## config.mk

```make
export PLATFORM = sky130hd
export DESIGN_NAME = encrypt_sequencer
export DESIGN_NICKNAME = d
export VERILOG_FILES = /design/src/rtl/enc_pkg.sv /design/src/rtl/lfsr7_step.sv /design/src/rtl/encrypt_sequencer.sv
export SDC_FILE = /design/constraint.sdc
export NUM_CORES = 1
export LEC_CHECK = 0
export ABC_CLOCK_PERIOD_IN_PS = 4100
export CAP_MARGIN = 0
export CORE_UTILIZATION = 58
export DETAILED_ROUTE_END_ITERATION = 10
export PLACE_DENSITY_LB_ADDON = 0.15
export SLEW_MARGIN = 20
export SYNTH_ARGS = -nofsm -noshare
export SYNTH_HDL_FRONTEND = slang
export SYNTH_HIERARCHICAL = 1
export SYNTH_SLANG_ARGS = --single-unit
export TNS_END_PERCENT = 100
```

## constraint.sdc

```tcl
create_clock -name i_clk -period 4.1 [get_ports i_clk]
set_input_delay 0.41 -clock i_clk [delete_from_list [all_inputs] [get_ports i_clk]]
set_output_delay 0.41 -clock i_clk [all_outputs]
set_load 0.05 [all_outputs]
```

## src/rtl/enc_pkg.sv

```systemverilog
// Shared constants, FSM encoding and byte-level helpers for the encrypt sequencer.
// Holds the tap table, memory map, preamble limits and the cipher byte encoder.
package enc_pkg;

    localparam int TAP_N = 9;
    localparam logic [6:0] TAP_TABLE [TAP_N] = '{
        7'h60, 7'h48, 7'h78, 7'h72, 7'h6A, 7'h69, 7'h5C, 7'h7E, 7'h7B
    };

    localparam logic [7:0] ADDR_PRE      = 8'd61;
    localparam logic [7:0] ADDR_PTN      = 8'd62;
    localparam logic [7:0] ADDR_INIT     = 8'd63;
    localparam logic [7:0] ADDR_OUT_BASE = 8'd64;

    localparam logic [7:0] MSG_MAX  = 8'd54;
    localparam logic [7:0] PRE_MIN  = 8'd10;
    localparam logic [7:0] PRE_MAX  = 8'd26;
    localparam logic [7:0] PAD_BYTE = 8'h20;
    localparam logic [5:0] LAST_IDX = 6'd63;

    typedef enum logic [3:0] {
        S_IDLE,
        S_RD_PRE,
        S_CAP_PRE,
        S_RD_PTN,
        S_CAP_PTN,
        S_RD_INIT,
        S_CAP_INIT,
        S_FETCH,
        S_CAPT,
        S_WRITE,
        S_DONE
    } enc_state_t;

    function automatic logic [7:0] clamp_pre(input logic [7:0] b);
        if (b < PRE_MIN) return PRE_MIN;
        if (b > PRE_MAX) return PRE_MAX;
        return b;
    endfunction

    // Pattern byte 8 is the only way to reach the ninth table entry.
    function automatic logic [6:0] tap_sel(input logic [7:0] p);
        logic [3:0] idx;
        idx = (p == 8'd8) ? 4'd8 : {1'b0, p[2:0]};
        return TAP_TABLE[idx];
    endfunction

    function automatic logic [6:0] seed_from(input logic [6:0] b);
        return (b == 7'd0) ? 7'h01 : b;
    endfunction

    // Bit 7 of the message is dropped and replaced by parity of the ciphertext.
    function automatic logic [7:0] encode(input logic [6:0] m, input logic [6:0] key);
        logic [6:0] c;
        c = m ^ key;
        return {^c, c};
    endfunction

endpackage

```

## src/rtl/lfsr7_step.sv

```systemverilog
// One step of the 7-bit Galois-free shift LFSR: shift left, feed back tap parity.
// Purely combinational, zero latency.
module lfsr7_step (
    input  logic [6:0] i_state,
    input  logic [6:0] i_taps,
    output logic [6:0] o_next
);

    assign o_next = {i_state[5:0], ^(i_state & i_taps)};

endmodule

```

## src/rtl/encrypt_sequencer.sv

```systemverilog
// Reads preamble/pattern/seed, then streams 64 encrypted bytes into memory 64..127.
// Read byte = 3 cycles, pad byte = 1 cycle; any un-granted request stalls with outputs held.
module encrypt_sequencer
    import enc_pkg::*;
(
    input  logic       i_clk,
    input  logic       i_rst_n,
    input  logic       i_start,
    output logic       o_ack,
    output logic       o_mem_req,
    input  logic       i_mem_gnt,
    output logic [7:0] o_mem_addr,
    output logic       o_mem_we,
    output logic [7:0] o_mem_wdata,
    input  logic [7:0] i_mem_rdata,
    output logic       o_busy
);

    enc_state_t r_state;
    logic       r_start_d;
    logic       r_ack;
    logic       r_busy;
    logic       r_mem_req;
    logic       r_mem_we;
    logic [7:0] r_mem_addr;
    logic [7:0] r_mem_wdata;
    logic [6:0] r_lfsr;
    logic [6:0] r_taps;
    logic [7:0] r_pre;
    logic [5:0] r_i;

    logic [6:0] w_lfsr_next;
    logic [6:0] w_seed;
    logic [5:0] w_entry_idx;
    logic [6:0] w_entry_lfsr;
    logic [7:0] w_entry_pos;
    logic [7:0] w_entry_k;
    logic       w_entry_is_msg;
    logic [7:0] w_entry_out_addr;
    logic [7:0] w_pad_c;

    lfsr7_step u_lfsr7_step (
        .i_state (r_lfsr),
        .i_taps  (r_taps),
        .o_next  (w_lfsr_next)
    );

    assign w_seed = seed_from(i_mem_rdata[6:0]);

    // Set-up for the byte about to start: byte 0 after the seed load, else i+1 after a write.
    assign w_entry_idx      = (r_state == S_CAP_INIT) ? 6'd0 : (r_i + 6'd1);
    assign w_entry_lfsr     = (r_state == S_CAP_INIT) ? w_seed : w_lfsr_next;
    assign w_entry_pos      = {2'b00, w_entry_idx};
    assign w_entry_k        = w_entry_pos - r_pre;
    assign w_entry_is_msg   = (w_entry_pos >= r_pre) && (w_entry_k < MSG_MAX);
    assign w_entry_out_addr = ADDR_OUT_BASE + w_entry_pos;
    assign w_pad_c          = encode(PAD_BYTE[6:0], w_entry_lfsr);

    always_ff @(posedge i_clk or negedge i_rst_n) begin
        if (!i_rst_n) begin
            r_state     <= S_IDLE;
            r_start_d   <= 1'b0;
            r_ack       <= 1'b0;
            r_busy      <= 1'b0;
            r_mem_req   <= 1'b0;
            r_mem_we    <= 1'b0;
            r_mem_addr  <= 8'd0;
            r_mem_wdata <= 8'd0;
            r_lfsr      <= 7'h01;
            r_taps      <= TAP_TABLE[0];
            r_pre       <= PRE_MIN;
            r_i         <= 6'd0;
        end else begin
            r_start_d <= i_start;
            case (r_state)
                S_IDLE: begin
                    if (r_start_d && !i_start) begin
                        r_state    <= S_RD_PRE;
                        r_busy     <= 1'b1;
                        r_mem_req  <= 1'b1;
                        r_mem_we   <= 1'b0;
                        r_mem_addr <= ADDR_PRE;
                        r_i        <= 6'd0;
                    end
                end
                S_RD_PRE: begin
                    if (i_mem_gnt) begin
                        r_state   <= S_CAP_PRE;
                        r_mem_req <= 1'b0;
                    end
                end
                S_CAP_PRE: begin
                    r_pre      <= clamp_pre(i_mem_rdata);
                    r_state    <= S_RD_PTN;
                    r_mem_req  <= 1'b1;
                    r_mem_addr <= ADDR_PTN;
                end
                S_RD_PTN: begin
                    if (i_mem_gnt) begin
                        r_state   <= S_CAP_PTN;
                        r_mem_req <= 1'b0;
                    end
                end
                S_CAP_PTN: begin
                    r_taps     <= tap_sel(i_mem_rdata);
                    r_state    <= S_RD_INIT;
                    r_mem_req  <= 1'b1;
                    r_mem_addr <= ADDR_INIT;
                end
                S_RD_INIT: begin
                    if (i_mem_gnt) begin
                        r_state   <= S_CAP_INIT;
                        r_mem_req <= 1'b0;
                    end
                end
                S_FETCH: begin
                    if (i_mem_gnt) begin
                        r_state   <= S_CAPT;
                        r_mem_req <= 1'b0;
                    end
                end
                S_CAPT: begin
                    r_mem_wdata <= encode(i_mem_rdata[6:0], r_lfsr);
                    r_mem_addr  <= ADDR_OUT_BASE + {2'b00, r_i};
                    r_mem_req   <= 1'b1;
                    r_mem_we    <= 1'b1;
                    r_state     <= S_WRITE;
                end
                S_DONE: begin
                    if (i_start) begin
                        r_state <= S_IDLE;
                        r_ack   <= 1'b0;
                    end
                end
                S_CAP_INIT, S_WRITE: begin
                    if (r_state == S_CAP_INIT || i_mem_gnt) begin
                        r_lfsr <= w_entry_lfsr;
                        if (r_state == S_WRITE && r_i == LAST_IDX) begin
                            r_state   <= S_DONE;
                            r_mem_req <= 1'b0;
                            r_mem_we  <= 1'b0;
                            r_busy    <= 1'b0;
                            r_ack     <= 1'b1;
                        end else begin
                            r_i       <= w_entry_idx;
                            r_mem_req <= 1'b1;
                            if (w_entry_is_msg) begin
                                r_state    <= S_FETCH;
                                r_mem_we   <= 1'b0;
                                r_mem_addr <= w_entry_k;
                            end else begin
                                r_state     <= S_WRITE;
                                r_mem_we    <= 1'b1;
                                r_mem_addr  <= w_entry_out_addr;
                                r_mem_wdata <= w_pad_c;
                            end
                        end
                    end
                end
                default: begin
                    r_state <= S_IDLE;
                end
            endcase
        end
    end

    assign o_ack       = r_ack;
    assign o_busy      = r_busy;
    assign o_mem_req   = r_mem_req;
    assign o_mem_we    = r_mem_we;
    assign o_mem_addr  = r_mem_addr;
    assign o_mem_wdata = r_mem_wdata;

endmodule

```

==> impl_metrics.json <==
{
  "fin_crit_sh_pct": 86.8,
  "dp_slack_ns": 0.568,
  "clock_path_buffers": 2,
  "tritoncts": "built",
  "async_flop_share_pct": 100,
  "synthesis.instances": 411,
  "wire_per_inst_um": 16.8,
  "cts_inserted_buffers": 5,
  "start_util_pct": 60.7,
  "core_area_mm2": 0.00596,
  "crit_type": "flip-flop to flip-flop",
  "die_y_um": 80.9,
  "synth_top_flop_cell": "dfrtp_1",
  "antenna_found_initial": 0,
  "total_power_mw": 2.63,
  "layout_setup_ws_ns": 0.542,
  "cts_root_buf": "clkbuf_8",
  "fin_area_mm2": 0.00406,
  "nets": 458,
  "dieArea_mm2": 0.00655,
  "clkLatencyLatePin_ns": 0.31,
  "slew_headroom_pct": 41.4,
  "min_path_type": "input pin to asynchronous set/reset pin",
  "syn_to_final_growth_pct": 12.4,
  "synthTopCellsByCount": "48 x dfrtp_1, 45 x nor2_1, 40 x nand2_1, 33 x o21ai_0, 27 x a21oi_1",
  "drt_pass1_iterations": 5,
  "place_congestion": 0.913,
  "postCtsSetupBuffers": 0,
  "grt_overflow": 0,
  "grt_pass1_vias": 2921,
  "antenna_left": 0,
  "synth.area.top_cells": "dfrtp_1 33%, nor2_1 4.7%, o21ai_0 4.6%",
  "fp-row-count": 28,
  "drive_above_1_share_pct": 10.6,
  "yosys_warnings": 6,
  "synth.distinct_cells": 63,
  "finalHoldViolCount": 0,
  "antennaDiodeCount": 0,
  "utilization_pct": 68.2,
  "p_leak_nw": 1.76,
  "clock-sinks": 52,
  "post_dp_cell_area_mm2": 0.00397,
  "max_cap_viol_count": 0,
  "drtIter0Drc": 163,
  "die_x_um": 80.9,
  "worst_setup_path_end_kind": "flip-flop",
  "track_usage_pct": 28.2,
  "setup-violations-final": 0,
  "powerDensity_mw_per_mm2": 648,
  "fmax_ghz": 0.281,
  "fin_setup_tns_ns": 0,
  "drc": 0,
  "postCtsHoldBufs": 0,
  "cp_max_fo": 18,
  "htreeDepth": 2,
  "synth_nets": 435,
  "report.final.slew_viol_count": 0,
  "clock_skew_ns": 0.00840,
  "cp-start-kind": "flip-flop",
  "cts.repair.resized": 0,
  "ios": 32,
  "worstMarginPinSlew_ns": 0.878,
  "reg2reg_slack_ns": 0.54,
  "worst_ep_arrival_time_ns": 3.76,
  "fill_cells": 502,
  "routed_wl_mm": 8.55,
  "clkSlewWorstSetupHoldPaths_ns": 0.09,
  "grt_setup_unrepaired": "false",
  "synth_top_area_share_pct": 33.2,
  "period_needed_ns": 3.56,
  "status": "finished, final reports clean",
  "num_vias": 3092,
  "multi_input_area_mm2": 0.00213,
  "required_ns": 4.30,
  "ys_seq_area_share_pct": 36.1,
  "dpl.hpwl_mm": 6.25,
  "synth-edff-count": 0,
  "synth.most_common_cell": "dfrtp_1",
  "grt_pass1_wl_mm": 14.0,
  "yosysTopAreaCell": "dfrtp_1",
  "viasPerCell": 6.06,
  "port_buffers": 31,
  "vdd_ir_drop_max_mv": 0.587,
  "grt_max_degree": 36,
  "synth_area_mm2": 0.00361,
  "ys_seq_elements": 52,
  "syn_area_per_cell_um2": 8.79,
  "seqCellArea_mm2": 0.00131
}
-- final timing paths --
check / startpoint / end / depth (start not counted)
max in group asynchronous: i_rst_n / r_lfsr[0] / 2
max: r_state[1] / o_mem_wdata[0] / 11
min: i_rst_n / r_pre[6] / 1
min in group i_clk: o_mem_addr[7] / o_mem_addr[7] / 1
min reg2reg: o_mem_addr[7] / o_mem_addr[7] / 1
max reg2reg: r_state[1] / o_mem_wdata[0] / 11
-- stage by stage --
stage	std cells	hold slack, ns
global placement	502	0.362
finish	510	0.0223
floorplan	411	0.114
CTS	510	0.0390
detailed placement	502	0.379
global route	510	0.0554
-- worst max-delay path, stage by stage (launching register included) --
cell and delay, ns:
dfrtp_1 0.68, nand4bb_1 0.24, nand2b_1 0.16, ha_1 0.19
inv_1 0.06, fa_1 0.40, a211oi_1 0.37, nor3b_2 0.12
o221ai_1 0.33, a31oi_2 0.11, a21oi_4 0.44, mux2_4 0.34
-- flip-flops by register name, indices dropped and copies added (netlist names) --
name	cells
r_start_d	1
r_lfsr	7
o_busy	1
r_pre	8
o_mem_wdata	8
o_mem_req	1
r_i	6
o_mem_we	1
r_state	4
o_ack	1
r_taps	6
o_mem_addr	8
-- final cells by class --
cell class	instances	area share [%]
Sequential cell	52	32.2
Clock inverter	2	0.246
Timing Repair Buffer	41	9.36
Tap cell	75	2.31
Inverter	17	1.57
Clock buffer	6	2.03
Multi-Input combinational cell	317	52.3
-- layout by cell type, fill, tap and decap left out, types with 4 or more instances in the layout --
cell / netlist / routed
dfstp_2: 4 / 4
xnor3_1: 4 / 4
clkdlybuf4s50_1: 0 / 30
dfrtp_1: 48 / 48
buf_4: 7 / 10
mux2i_1: 8 / 8
o22a_1: 4 / 4
nor3_1: 9 / 9
a21oi_1: 27 / 27
nand3_1: 15 / 15
nor2_1: 45 / 45
a31oi_1: 8 / 8
o21ai_0: 33 / 33
inv_1: 17 / 17
o22ai_1: 5 / 5
xnor2_1: 15 / 15
ha_1: 11 / 11
nor2b_1: 4 / 4
mux2_4: 7 / 7
nand2b_1: 7 / 7
nand2_1: 40 / 40
clkbuf_8: 0 / 6
and2_1: 5 / 5
xor2_1: 8 / 8
-- per-layer routing --
layer	global-route usage, %	share of wire (%)	vias to the layer above
met5	0	0	-
met4	12.0	2.3	0
met3	3.15	4.3	14
met2	47.8	49	102
met1	36.5	45	1474
li1	-	-	1502
-- power breakdown --
part / leakage, nW / internal [mW] / switching (mW) / total [mW]
logic: 1.07 / 0.640 / 0.840 / 1.48
clock network: 0.0510 / 0.135 / 0.173 / 0.308
registers: 0.636 / 0.671 / 0.171 / 0.843
total: 1.76 / 1.45 / 1.18 / 2.63
-- kinds of logic (layout without fill, tap and decap cells) --
group / Yosys count / count (layout) / synth area share (%)
simple gates: 147 / 147 / 19.8
compound gates: 112 / 112 / 20.2
flops: 52 / 52 / 36.1
buf+inv: 42 / 66 / 5.19
xor+xnor: 27 / 27 / 8.07
mux: 18 / 18 / 6.06
fa+ha+maj: 12 / 12 / 4.36
other cells: 1 / 1 / 0.104
Note: power is estimated with default switching activity, not from simulation.
